**src/rtl/bsg_link_to_manycore_link_serdes_pkg.sv**
```systemverilog
// Shared constants and width helpers for the manycore <-> bsg_link serdes bridge.
// Net indices select the fwd/rev entry of the two-element bsg_link arrays.
package bsg_link_to_manycore_link_serdes_pkg;

   localparam int FWD_IDX = 1;
   localparam int REV_IDX = 0;

   // Manycore opcode / response-type field width
   localparam int MC_OP_W = 2;

   typedef enum logic {
      TX_IDLE = 1'b0,
      TX_SEND = 1'b1
   } tx_state_e;

   function automatic int flits_for_width(input int pkt_w, input int link_w);
      return (pkt_w + link_w - 1) / link_w;
   endfunction

   function automatic int safe_clog2(input int n);
      return (n <= 1) ? 1 : $clog2(n);
   endfunction

   function automatic int fwd_pkt_width(input int addr_w, input int data_w,
                                        input int x_w, input int y_w);
      return addr_w + MC_OP_W + data_w + 2 * (x_w + y_w);
   endfunction

   function automatic int rev_pkt_width(input int data_w, input int x_w, input int y_w);
      return MC_OP_W + data_w + x_w + y_w;
   endfunction

   // Each link carries {v, packet, ready_and_rev}
   function automatic int link_sif_width(input int addr_w, input int data_w,
                                         input int x_w, input int y_w);
      return fwd_pkt_width(addr_w, data_w, x_w, y_w) + rev_pkt_width(data_w, x_w, y_w) + 4;
   endfunction

   function automatic int ral_width(input int link_w);
      return link_w + 2;
   endfunction

endpackage

```
**src/rtl/bsg_link_to_manycore_link_serdes_packet_serdes.sv**
```systemverilog
// One bsg_link net: PISO (packet -> LSB-first flits) and SIPO (flits -> packet).
// Both halves are independent ready/valid pipelines sharing only clock and reset.
module bsg_link_packet_serdes
   import bsg_link_to_manycore_link_serdes_pkg::*;
#(
   parameter int pkt_width_p  = 8,
   parameter int link_width_p = 8
)(
   input  logic                    i_clk,
   input  logic                    i_reset,
   // TX: packet in, flits out
   input  logic                    i_tx_pkt_v,
   input  logic [pkt_width_p-1:0]  i_tx_pkt,
   output logic                    o_tx_pkt_ready,
   output logic                    o_tx_flit_v,
   output logic [link_width_p-1:0] o_tx_flit,
   input  logic                    i_tx_flit_ready,
   // RX: flits in, packet out
   input  logic                    i_rx_flit_v,
   input  logic [link_width_p-1:0] i_rx_flit,
   output logic                    o_rx_flit_ready,
   output logic                    o_rx_pkt_v,
   output logic [pkt_width_p-1:0]  o_rx_pkt,
   input  logic                    i_rx_pkt_ready
);

   localparam int            N    = flits_for_width(pkt_width_p, link_width_p);
   localparam int            CW   = safe_clog2(N);
   localparam int            FW   = N * link_width_p;
   localparam logic [CW-1:0] LAST = CW'(N - 1);

   // ---------------- TX (PISO) ----------------
   tx_state_e                         r_tx_state, w_tx_state_nxt;
   logic [CW-1:0]                     r_tx_count;
   logic [N-1:0][link_width_p-1:0]    r_tx_flits;
   logic                              w_tx_last, w_tx_flit_acc, w_tx_pkt_acc;

   assign w_tx_last     = (r_tx_count == LAST);
   assign w_tx_flit_acc = (r_tx_state == TX_SEND) & i_tx_flit_ready;
   assign w_tx_pkt_acc  = i_tx_pkt_v & o_tx_pkt_ready;

   always_ff @(posedge i_clk) begin
      if (i_reset) r_tx_state <= TX_IDLE;
      else         r_tx_state <= w_tx_state_nxt;
   end

   // Ready reopens on the last flit accept so back-to-back packets leave no bubble
   always_comb begin
      w_tx_state_nxt = r_tx_state;
      o_tx_pkt_ready = 1'b0;
      o_tx_flit_v    = 1'b0;
      case (r_tx_state)
         TX_IDLE: begin
            o_tx_pkt_ready = ~i_reset;
            if (i_tx_pkt_v & ~i_reset) w_tx_state_nxt = TX_SEND;
         end
         TX_SEND: begin
            o_tx_flit_v = 1'b1;
            if (w_tx_flit_acc & w_tx_last) begin
               o_tx_pkt_ready = ~i_reset;
               if (~(i_tx_pkt_v & ~i_reset)) w_tx_state_nxt = TX_IDLE;
            end
         end
      endcase
   end

   always_ff @(posedge i_clk) begin
      if (i_reset)            r_tx_count <= '0;
      else if (w_tx_pkt_acc)  r_tx_count <= '0;
      else if (w_tx_flit_acc) r_tx_count <= w_tx_last ? '0 : r_tx_count + 1'b1;
   end

   // Zero-extension here is what clears the padding bits of the last flit
   always_ff @(posedge i_clk) begin
      if (w_tx_pkt_acc) r_tx_flits <= FW'(i_tx_pkt);
   end

   always_comb begin
      o_tx_flit = r_tx_flits[0];
      for (int k = 1; k < N; k++)
         if (r_tx_count == CW'(k)) o_tx_flit = r_tx_flits[k];
   end

   // ---------------- RX (SIPO) ----------------
   logic                              r_rx_full;
   logic [CW-1:0]                     r_rx_count;
   logic [N-1:0][link_width_p-1:0]    r_rx_flits;
   logic [FW-1:0]                     w_rx_flat;
   logic                              w_rx_last, w_rx_flit_acc, w_rx_pkt_acc;

   assign w_rx_pkt_acc    = r_rx_full & i_rx_pkt_ready;
   assign o_rx_flit_ready = ~i_reset & (~r_rx_full | w_rx_pkt_acc);
   assign w_rx_flit_acc   = i_rx_flit_v & o_rx_flit_ready;
   assign w_rx_last       = (r_rx_count == LAST);

   always_ff @(posedge i_clk) begin
      if (i_reset) begin
         r_rx_full  <= 1'b0;
         r_rx_count <= '0;
      end else begin
         if (w_rx_flit_acc) r_rx_count <= w_rx_last ? '0 : r_rx_count + 1'b1;
         // A completing packet wins over a same-cycle drain of the previous one
         if (w_rx_flit_acc & w_rx_last) r_rx_full <= 1'b1;
         else if (w_rx_pkt_acc)         r_rx_full <= 1'b0;
      end
   end

   always_ff @(posedge i_clk) begin
      for (int k = 0; k < N; k++)
         if (w_rx_flit_acc && (r_rx_count == CW'(k))) r_rx_flits[k] <= i_rx_flit;
   end

   assign w_rx_flat  = r_rx_flits;
   assign o_rx_pkt   = w_rx_flat[pkt_width_p-1:0];
   assign o_rx_pkt_v = r_rx_full;

endmodule

```
**src/rtl/bsg_link_to_manycore_link_serdes.sv**
```systemverilog
// Far-end manycore-over-bsg_link endpoint: one packet serdes per net (fwd, rev).
// This level only unpacks/packs the link structs; all sequencing lives in the serdes.
module bsg_link_to_manycore_link_serdes
   import bsg_link_to_manycore_link_serdes_pkg::*;
#(
   parameter int addr_width_p     = 28,
   parameter int data_width_p     = 32,
   parameter int x_cord_width_p   = 7,
   parameter int y_cord_width_p   = 7,
   parameter int bsg_link_width_p = 16
)(
   input  logic clk_i,
   input  logic reset_i,
   input  logic [link_sif_width(addr_width_p, data_width_p, x_cord_width_p, y_cord_width_p)-1:0] links_sif_i,
   output logic [link_sif_width(addr_width_p, data_width_p, x_cord_width_p, y_cord_width_p)-1:0] links_sif_o,
   input  logic [1:0][ral_width(bsg_link_width_p)-1:0] bsg_link_i,
   output logic [1:0][ral_width(bsg_link_width_p)-1:0] bsg_link_o
);

   localparam int FWD_W = fwd_pkt_width(addr_width_p, data_width_p, x_cord_width_p, y_cord_width_p);
   localparam int REV_W = rev_pkt_width(data_width_p, x_cord_width_p, y_cord_width_p);

   typedef struct packed {
      logic [addr_width_p-1:0]   addr;
      logic [MC_OP_W-1:0]        op;
      logic [data_width_p-1:0]   payload;
      logic [y_cord_width_p-1:0] src_y_cord;
      logic [x_cord_width_p-1:0] src_x_cord;
      logic [y_cord_width_p-1:0] y_cord;
      logic [x_cord_width_p-1:0] x_cord;
   } fwd_pkt_s;

   typedef struct packed {
      logic [MC_OP_W-1:0]        pkt_type;
      logic [data_width_p-1:0]   data;
      logic [y_cord_width_p-1:0] y_cord;
      logic [x_cord_width_p-1:0] x_cord;
   } rev_pkt_s;

   typedef struct packed {
      logic     v;
      fwd_pkt_s data;
      logic     ready_and_rev;
   } fwd_link_s;

   typedef struct packed {
      logic     v;
      rev_pkt_s data;
      logic     ready_and_rev;
   } rev_link_s;

   typedef struct packed {
      fwd_link_s fwd;
      rev_link_s rev;
   } link_sif_s;

   typedef struct packed {
      logic                        v;
      logic [bsg_link_width_p-1:0] data;
      logic                        ready_and_rev;
   } ral_s;

   link_sif_s w_sif_in, w_sif_out;
   ral_s      w_fwd_in, w_rev_in, w_fwd_out, w_rev_out;

   assign w_sif_in = links_sif_i;
   assign w_fwd_in = bsg_link_i[FWD_IDX];
   assign w_rev_in = bsg_link_i[REV_IDX];

   logic                        w_fwd_tx_pkt_ready, w_fwd_tx_flit_v, w_fwd_rx_flit_ready, w_fwd_rx_pkt_v;
   logic [bsg_link_width_p-1:0] w_fwd_tx_flit;
   logic [FWD_W-1:0]            w_fwd_rx_pkt;
   logic                        w_rev_tx_pkt_ready, w_rev_tx_flit_v, w_rev_rx_flit_ready, w_rev_rx_pkt_v;
   logic [bsg_link_width_p-1:0] w_rev_tx_flit;
   logic [REV_W-1:0]            w_rev_rx_pkt;

   bsg_link_packet_serdes #(.pkt_width_p(FWD_W), .link_width_p(bsg_link_width_p)) u_fwd (
      .i_clk           (clk_i),
      .i_reset         (reset_i),
      .i_tx_pkt_v      (w_sif_in.fwd.v),
      .i_tx_pkt        (w_sif_in.fwd.data),
      .o_tx_pkt_ready  (w_fwd_tx_pkt_ready),
      .o_tx_flit_v     (w_fwd_tx_flit_v),
      .o_tx_flit       (w_fwd_tx_flit),
      .i_tx_flit_ready (w_fwd_in.ready_and_rev),
      .i_rx_flit_v     (w_fwd_in.v),
      .i_rx_flit       (w_fwd_in.data),
      .o_rx_flit_ready (w_fwd_rx_flit_ready),
      .o_rx_pkt_v      (w_fwd_rx_pkt_v),
      .o_rx_pkt        (w_fwd_rx_pkt),
      .i_rx_pkt_ready  (w_sif_in.fwd.ready_and_rev)
   );

   bsg_link_packet_serdes #(.pkt_width_p(REV_W), .link_width_p(bsg_link_width_p)) u_rev (
      .i_clk           (clk_i),
      .i_reset         (reset_i),
      .i_tx_pkt_v      (w_sif_in.rev.v),
      .i_tx_pkt        (w_sif_in.rev.data),
      .o_tx_pkt_ready  (w_rev_tx_pkt_ready),
      .o_tx_flit_v     (w_rev_tx_flit_v),
      .o_tx_flit       (w_rev_tx_flit),
      .i_tx_flit_ready (w_rev_in.ready_and_rev),
      .i_rx_flit_v     (w_rev_in.v),
      .i_rx_flit       (w_rev_in.data),
      .o_rx_flit_ready (w_rev_rx_flit_ready),
      .o_rx_pkt_v      (w_rev_rx_pkt_v),
      .o_rx_pkt        (w_rev_rx_pkt),
      .i_rx_pkt_ready  (w_sif_in.rev.ready_and_rev)
   );

   // fwd ready_and_rev out is a credit pulse: one per request actually taken
   always_comb begin
      w_sif_out                   = '0;
      w_sif_out.fwd.v             = w_fwd_rx_pkt_v;
      w_sif_out.fwd.data          = fwd_pkt_s'(w_fwd_rx_pkt);
      w_sif_out.fwd.ready_and_rev = w_sif_in.fwd.v & w_fwd_tx_pkt_ready;
      w_sif_out.rev.v             = w_rev_rx_pkt_v;
      w_sif_out.rev.data          = rev_pkt_s'(w_rev_rx_pkt);
      w_sif_out.rev.ready_and_rev = w_rev_tx_pkt_ready;
      w_fwd_out                   = '{v: w_fwd_tx_flit_v, data: w_fwd_tx_flit, ready_and_rev: w_fwd_rx_flit_ready};
      w_rev_out                   = '{v: w_rev_tx_flit_v, data: w_rev_tx_flit, ready_and_rev: w_rev_rx_flit_ready};
   end

   assign links_sif_o         = w_sif_out;
   assign bsg_link_o[FWD_IDX] = w_fwd_out;
   assign bsg_link_o[REV_IDX] = w_rev_out;

endmodule
```
**config.mk**
```make
export PLATFORM = sky130hd
export DESIGN_NAME = bsg_link_to_manycore_link_serdes
export DESIGN_NICKNAME = d
export VERILOG_FILES = /design/src/rtl/bsg_link_to_manycore_link_serdes_pkg.sv /design/src/rtl/bsg_link_to_manycore_link_serdes_packet_serdes.sv /design/src/rtl/bsg_link_to_manycore_link_serdes.sv
export SDC_FILE = /design/constraint.sdc
export NUM_CORES = 1
export LEC_CHECK = 0
export CORE_MARGIN = 5
export CORE_UTILIZATION = 51
export CTS_BUF_LIST = sky130_fd_sc_hd__clkbuf_8
export DETAILED_ROUTE_END_ITERATION = 16
export PLACE_DENSITY = 0.91
export RECOVER_POWER = 50
export SLEW_MARGIN = 20
export SYNTH_ARGS = -nofsm -noshare
export SYNTH_HDL_FRONTEND = slang
export SYNTH_SLANG_ARGS = --single-unit
```
**constraint.sdc**
```tcl
create_clock -name clk_i -period 13.7 [get_ports clk_i]
set_clock_uncertainty 0.2 [all_clocks]
set_input_delay 2.74 -clock clk_i [delete_from_list [all_inputs] [get_ports clk_i]]
set_output_delay 2.74 -clock clk_i [all_outputs]
set_load 0.05 [all_outputs]
```
==> metrics.csv, run 1 <==
metric,value,unit
status,"complete, no violations",
ys flop type,edfxtp_1,
row cnt,53,
Crit. End Element,output pin,
clock slew at the register clock pins of the worst setup and hold paths,0.05,ns
# port buffers,357,
Hold Crit Class,register to register,
PD cells,122,nW/um2
Setup-failing EPs final,0,
clk buf depth,3,
final wirelength,31300,um
number of synthesized flops with an enable pin,276,
"commonest non-fill, non-tap cells in the layout","edfxtp_1 (276), dlygate4sd3_1 (223), clkdlybuf4s50_1 (134), clkbuf_8 (47), a21oi_1 (45)",
setup_tns,0,ns
top routing layer in use,met5,
Synth warnings,0,
syn avg cell area,17.8,um2
ANT nets after route,0,
Slew @ Worst Pin,1.23,ns
DP Cell Count,1212,
"Hold Violations, Final",0,
start point of the critical path,reset_i,
Pre-antenna DRT Iters,6,
"most common cell after layout, fill and taps aside",edfxtp_1,
die width,156,um
via count,7116,
"non-filler cells, final",1308,
Total GRT Usage,25.0,%
Worst Path Max Fanout,14,
DP HPWL,21500,um
clock latency on the worst-skew pair,0.55,ns
first-pass GRT wire length,45300,um
Vias/cell,5.44,
r2r setup slk,10.86,ns
hold-fix buffer count after cts,0,
per-cell routed wire length,23.9,um
core area,21000,um2
P_leak,0.00529,uW
met3 routed WL,3140,um
Synth-to-Final Area Change,42.8,%
total gr overflow,0,
Synth Net Count,791,
DP Area,14600,um2
Initial Util,51.6,%
Register-to-Register Path Depth,3,
layout cells sized above 1,10.3,%
synth top area cells,"edfxtp_1 (76%), a221oi_2 (2.8%), mux2i_1 (2.7%)",
Root Driver,clkbuf_8,
synthesized area,10900,um2
WHS Path Cells,2,
Met1 Routed Length,10700,um
largest net degree at the start of global routing,91,
CP required,10.76,ns
"area leader, netlist",edfxtp_1,
GPL Wtd Cong,0.832,
post-CTS sizing,0,
Final #Nets,1168,
drt drc,0,
min Tclk post-route,8.11,ns
DIE HEIGHT,156,um
synth unique cells,47,
IO Pins,358,
final cycle utilization of the critical path,59.2,%
# fillers,1217,
design area,15500,um2
clk sink count,290,
startpoint types,input port,
antenna violations before repair,15,
H-tree levels,2,
number of synthesized register bits,290,
die area,24300,um2
Max Slew Vio Count,0,
"Async S/R FF share, synth",0,%
post-synthesis sequential area ratio,78.9,%
share of the synthesized area in the top cell type,76.4,%
drt first-iter violations,558,
DR WL met2,16400,um
Reg-to-Reg Start,u_rev.r_tx_count[0],
Min-Delay Startpoint,u_rev.r_rx_count[1],
critical setup path kind,input port to output pin,
Num CTS Buffers,47,
CTS tree,built,
slew margin rel.,18.1,%
"Data arrival, critical path",5.17,ns
post-CTS setup buffers,0,
unrepaired setup endpoints after global routing,no,
Peak VDD IR,102,uV
vias in the first global route,7637,
Cells after Synth,609,
Max Clk Rate,0.123,GHz
Max-Cap Viols,0,
-- metal layers --
metal | global-route usage [%] | up-vias
li1 | - | 3180
met1 | 28.0 | 3483
met2 | 44.3 | 369
met3 | 8.71 | 74
met4 | 8.67 | 10
met5 | 0 | -
-- per-stage QoR --
stage / hold slack [ns] / total power, uW / setup WS (ns) / utilization (%)
after CTS: 0.324 / 1910 / 5.68 / 73.7
after floorplan: 0.268 / 1130 / 5.10 / -
after global routing: 0.345 / 1950 / 5.51 / 73.7
final: 0.323 / 1890 / 5.59 / 73.8
after global placement: 0.294 / 1230 / 5.71 / 69.7
after detailed placement: 0.317 / 1230 / 5.71 / 69.7
-- report_power, final --
| group | switching [uW] | internal [uW] | leakage (uW) |
|---|---|---|---|
| registers | 14.7 | 1000 | 0.00264 |
| logic | 111 | 77.4 | 0.00216 |
| clock network | 339 | 341 | 0.000482 |
| total | 465 | 1420 | 0.00529 |
-- Yosys cell counts, types with 8 or more instances --
cell type	n
nand2b_1	15
clkbuf_1	8
buf_4	15
a221oi_2	20
edfxtp_1	276
nor2_1	14
a211oi_1	19
nor3b_1	16
nor2b_1	13
o21ai_0	22
a21oi_1	45
mux2i_1	29
a22o_1	10
dfxtp_1	14
buf_2	14
-- cells by family after synthesis --
group	Yosys count	share of synthesized area, %
DFF	290	78.9
AOI/OAI and AO/OA	144	9.83
and+or+nand+nor	94	5.49
buffers and inverters	48	2.65
muxes	30	2.78
adders and majority gates	2	0.231
xor gates and xnor gates	1	0.0807
-- worst paths after layout --
check | end
setup / recovery | links_sif_o[50]
hold / removal | u_rev.r_rx_count[1]
setup reg to reg | u_rev.r_tx_flits[11]
hold reg to reg | u_rev.r_rx_count[1]
-- state kept, by name, summed over array words and instances, names as in the netlist --
signal,cells
u_fwd.o_rx_pkt,90
u_fwd.o_rx_pkt_v,1
u_fwd.r_rx_count,3
u_fwd.r_tx_count,3
u_fwd.r_tx_flits,90
u_fwd.r_tx_state,1
u_rev.o_rx_pkt,48
u_rev.o_rx_pkt_v,1
u_rev.r_rx_count,2
u_rev.r_tx_count,2
u_rev.r_tx_flits,48
u_rev.r_tx_state,1
-- cell type report --
| type | instances | area, um2 | area share (%) |
|---|---|---|---|
| flip-flops and latches | 290 | 8570 | 55.3 |
| repair buffers | 370 | 3670 | 23.7 |
| multi-input cells | 271 | 2030 | 13.1 |
| clock buffers | 47 | 647 | 4.17 |
| well taps | 275 | 344 | 2.22 |
| clock inverters | 37 | 194 | 1.25 |
| diodes | 12 | 30.0 | 0.194 |
| inverters | 6 | 22.5 | 0.145 |
-- critical path, cell delays in order --
cell and delay [ns]:
dlygate4sd3_1 1.06, inv_1 0.37, and3_4 0.28, clkdlybuf4s50_1 0.70
No activity file was read; power rests on OpenSTA's default activity.
==> inputs of run 2 (changes only) <==
Settings changed: CORE_UTILIZATION 51 to 47, PLACE_DENSITY 0.91 to 0.85.
Clock period 13.7 ns to 7.6 ns, I/O delays scaled along.
==> metrics.csv, run 2 (synthesis results as in run 1) <==
metric,value,unit
status,"complete, but fails checks",
violated checks,"max-capacitance violations, max-slew violations",
Root Driver,clkbuf_8,
H-tree levels,2,
critical path's top delay family,buffers and inverters,
Total GRT Usage,22.4,%
first-pass GRT wire length,44400,um
clk buf depth,3,
vias in the first global route,7567,
Max Clk Rate,0.165,GHz
P_leak,0.00527,uW
critical-path cell list,dlygate4sd3_1 > clkbuf_1 > inv_1 > and3_4 > clkdlybuf4s50_1,
Min Hold Slack,0.343,ns
final design utilization,68.3,%
setup ws final,1.54,ns
ANT nets after route,0,
design area,15500,um2
final wirelength,30700,um
CTS tree,built,
Hold Crit Class,register to register,
via count,7128,
Slew @ Worst Pin,3.07,ns
Initial Util,47.8,%
Crit. End Element,output pin,
Max-Cap Viols,1,
final cycle utilization of the critical path,79.7,%
hold-fix buffer count after cts,0,
post-CTS sizing,0,
# fillers,1510,
"Buf+Inv Stages, Crit Path",4,
Num CTS Buffers,46,
antenna violations before repair,7,
# port buffers,357,
"most common cell after layout, fill and taps aside",edfxtp_1,
Register-to-Register Path Depth,4,
dpl ws,1.97,ns
Setup-failing EPs final,0,
Vias/cell,5.44,
per-cell routed wire length,23.4,um
slew margin rel.,-104,%
DIE HEIGHT,162,um
startpoint types,input port,
unrepaired setup endpoints after global routing,no,
"Slowest-stage cell, CP",clkdlybuf4s50_1,
setup_tns,0,ns
row cnt,55,
clock slew at the register clock pins of the worst setup and hold paths,0.06,ns
CP peak stage delay,0.92,ns
Pre-antenna DRT Iters,5,
critical setup path kind,input port to output pin,
core area,22700,um2
"Data arrival, critical path",4.34,ns
Synth-to-Final Area Change,43.0,%
drt drc,0,
largest net degree at the start of global routing,54,
Reg-to-Reg Start,u_rev.r_tx_count[1],
clk sink count,290,
"commonest non-fill, non-tap cells in the layout","edfxtp_1 (276), clkdlybuf4s50_1 (186), dlygate4sd3_1 (171), clkbuf_8 (49), a21oi_1 (45)",
CP required,5.88,ns
post-CTS setup buffers,0,
"Hold Violations, Final",0,
min Tclk post-route,6.06,ns
drt first-iter violations,528,
clock latency on the worst-skew pair,0.56,ns
die width,162,um
die area,26200,um2
DP HPWL,21000,um
PD cells,220,nW/um2
Final #Nets,1166,
crit path to,links_sif_o[50],
GPL Wtd Cong,0.796,
Peak VDD IR,184,uV
r2r setup slk,3.37,ns
CP Depth,5,
start point of the critical path,reset_i,
Worst Path Max Fanout,42,
total gr overflow,0,
FF-to-FF End,u_rev.r_tx_flits[46],
layout cells sized above 1,10.0,%
Max Slew Vio Count,49,
DP Area,14700,um2
IO Pins,358,
==> run 2: worst min path at each step <==
stage	start	endpoint	slack, ns	cells after the start
finish	u_rev.r_rx_count[1]	u_rev.r_rx_count[1]	0.34	2
floorplan	u_rev.r_rx_count[1]	u_rev.r_rx_count[1]	0.27	2
global placement	u_rev.r_rx_count[1]	u_rev.r_rx_count[1]	0.31	2
global route	u_rev.o_rx_pkt_v	u_rev.o_rx_pkt_v	0.40	2
detailed placement	u_rev.r_rx_count[1]	u_rev.r_rx_count[1]	0.33	2
CTS	u_rev.r_rx_count[1]	u_rev.r_rx_count[1]	0.34	2
==> run 2: layout make-up <==
class                   instances  area [um2]  share of cell area, %
clock inverters                35         184                   1.19
clock buffers                  49         674                   4.35
well taps                     285         357                   2.30
flip-flops and latches        290        8570                   55.2
inverters                       6        22.5                  0.145
multi-input cells             271        2040                   13.1
repair buffers                369        3660                   23.6
diodes                          5        12.5                 0.0806
==> run 2: metal layers <==
layer | share of wire (%) | routed length, um | vias to the layer above | GRT usage, %
met3 | 9.9 | 3030 | 81 | 8.20
met2 | 52 | 15900 | 401 | 40.2
met1 | 35 | 10700 | 3473 | 24.1
li1 | - | - | 3165 | -
met4 | 3.3 | 1030 | 8 | 8.84
met5 | 0.20 | 61 | - | 0
==> run 2: power breakdown <==
part | total (uW) | internal (uW) | switching [uW]
Combinational | 342 | 142 | 201
Clock | 1240 | 634 | 606
Sequential | 1830 | 1810 | 24.6
==> run 2: worst reg2reg max path, cell delays in order (launching register included) <==
cell and delay (ns):
dfxtp_1 0.54, buf_4 0.38, nand3b_1 0.15, a21oi_1 0.23
and2_0 2.26
==> run 2: metrics by stage <==
step                cells  power, uW
floorplan             609       2040
global placement     1221       2210
detailed placement   1221       2220
CTS                  1305       3460
global route         1308       3540
finish               1310       3410
==> inputs of run 3 (changes only) <==
Settings changed: CORE_UTILIZATION 47 to 43, PLACE_DENSITY 0.85 to 0.82.
Clock period 7.6 ns to 5.35 ns, I/O delays scaled along.
==> metrics.csv, run 3 (synthesis results as in run 1) <==
metric,value,unit
Num CTS Buffers,48,
Hold Crit Class,register to register,
post-CTS setup buffers,0,
Synth-to-Final Area Change,43.8,%
clk sink count,290,
Worst Path Max Fanout,23,
startpoint types,register,
core area,25000,um2
Final #Nets,1173,
Pre-antenna DRT Iters,4,
dpl ws,1.17,ns
status,"complete, no violations",
Slew @ Worst Pin,1.17,ns
clock slew at the register clock pins of the worst setup and hold paths,0.06,ns
CTS tree,built,
# fillers,1806,
IO Pins,358,
PD cells,313,nW/um2
CP required,4.08,ns
multi-input logic area,2000,um2
Initial Util,43.4,%
antenna violations before repair,12,
Max Clk Rate,0.223,GHz
Vias/cell,5.08,
ANT nets after route,0,
"Hold Violations, Final",0,
per-cell routed wire length,20.8,um
critical setup path kind,register to output pin,
"Data arrival, critical path",3.21,ns
DIE HEIGHT,169,um
die width,169,um
hold-fix buffer count after cts,0,
drt first-iter violations,528,
Max-Cap Viols,0,
total gr overflow,0,
GPL Wtd Cong,0.820,
min Tclk post-route,4.48,ns
DP HPWL,20000,um
first-pass GRT wire length,41800,um
final wirelength,28400,um
Peak VDD IR,266,uV
layout cells sized above 1,10.7,%
sequential standard cell area,8570,um2
die area,28500,um2
via count,6943,
Min Hold Slack,0.313,ns
final cycle utilization of the critical path,83.7,%
Setup-failing EPs final,0,
row cnt,58,
"most common cell after layout, fill and taps aside",edfxtp_1,
P_leak,0.00535,uW
# port buffers,357,
clk buf depth,3,
H-tree levels,2,
Total GRT Usage,19.0,%
setup_tns,0,ns
"commonest non-fill, non-tap cells in the layout","edfxtp_1 (276), clkdlybuf4s50_1 (180), dlygate4sd3_1 (172), clkbuf_8 (52), a21oi_1 (45)",
post-CTS sizing,0,
vias in the first global route,7358,
Crit. End Element,output pin,
largest net degree at the start of global routing,85,
slew margin rel.,21.9,%
setup ws final,0.872,ns
Root Driver,clkbuf_8,
Max Slew Vio Count,0,
clock latency on the worst-skew pair,0.56,ns
drt drc,0,
unrepaired setup endpoints after global routing,no,
-- run 3: per-stage QoR --
stage	total power (uW)	area [um2]	cells	util, %
floorplan	2900	10900	609	-
global placement	3140	14700	1271	58.9
detailed placement	3160	14700	1271	58.9
CTS	4970	15700	1360	62.5
global route	5080	15600	1365	62.3
finish	4880	15600	1366	62.3
-- run 3: final cells by class --
cell class / count / area share [%]
multi-input cells: 271 / 12.8
clock buffers: 52 / 4.59
inverters: 6 / 0.144
diodes: 6 / 0.0962
repair buffers: 374 / 23.6
flip-flops and latches: 290 / 54.9
clock inverters: 37 / 1.22
well taps: 330 / 2.65
-- run 3: report_power, final --
group / leakage, uW / internal [uW] / switching, uW
Sequential: 0.00265 / 2570 / 33.2
Combinational: 0.00216 / 200 / 280
Clock: 0.000546 / 948 / 850
Total: 0.00535 / 3710 / 1160
-- run 3: final timing paths --
path / start / end / slack, ns / cells after the start
worst max register to register: u_fwd.r_tx_count[0] / u_fwd.r_tx_flits[38] / 1.42 / 5
worst min register to register: u_rev.r_rx_count[1] / u_rev.r_rx_count[1] / 0.31 / 2
worst min-delay path: u_rev.r_rx_count[1] / u_rev.r_rx_count[1] / 0.31 / 2
worst max-delay path: u_fwd.r_tx_count[0] / bsg_link_o[29] / 0.87 / 5
-- run 3: metal layers --
metal  wire length, um  share of wire, %  GRT usage [%]  vias up
met5                90              0.32              0        -
met2             14300                50           32.8      328
li1                  -                 -              -     3187
met4               906               3.2           7.48       14
met3              2460               8.6           6.45       83
met1             10700                38           21.9     3331
-- run 3: critical path: stages (launching register included) --
cell and delay, ns:
dfxtp_2 0.63, nor2b_4 0.66, o21ai_0 0.20, a21o_1 0.19, o21ai_1 0.15, clkdlybuf4s50_1 0.83
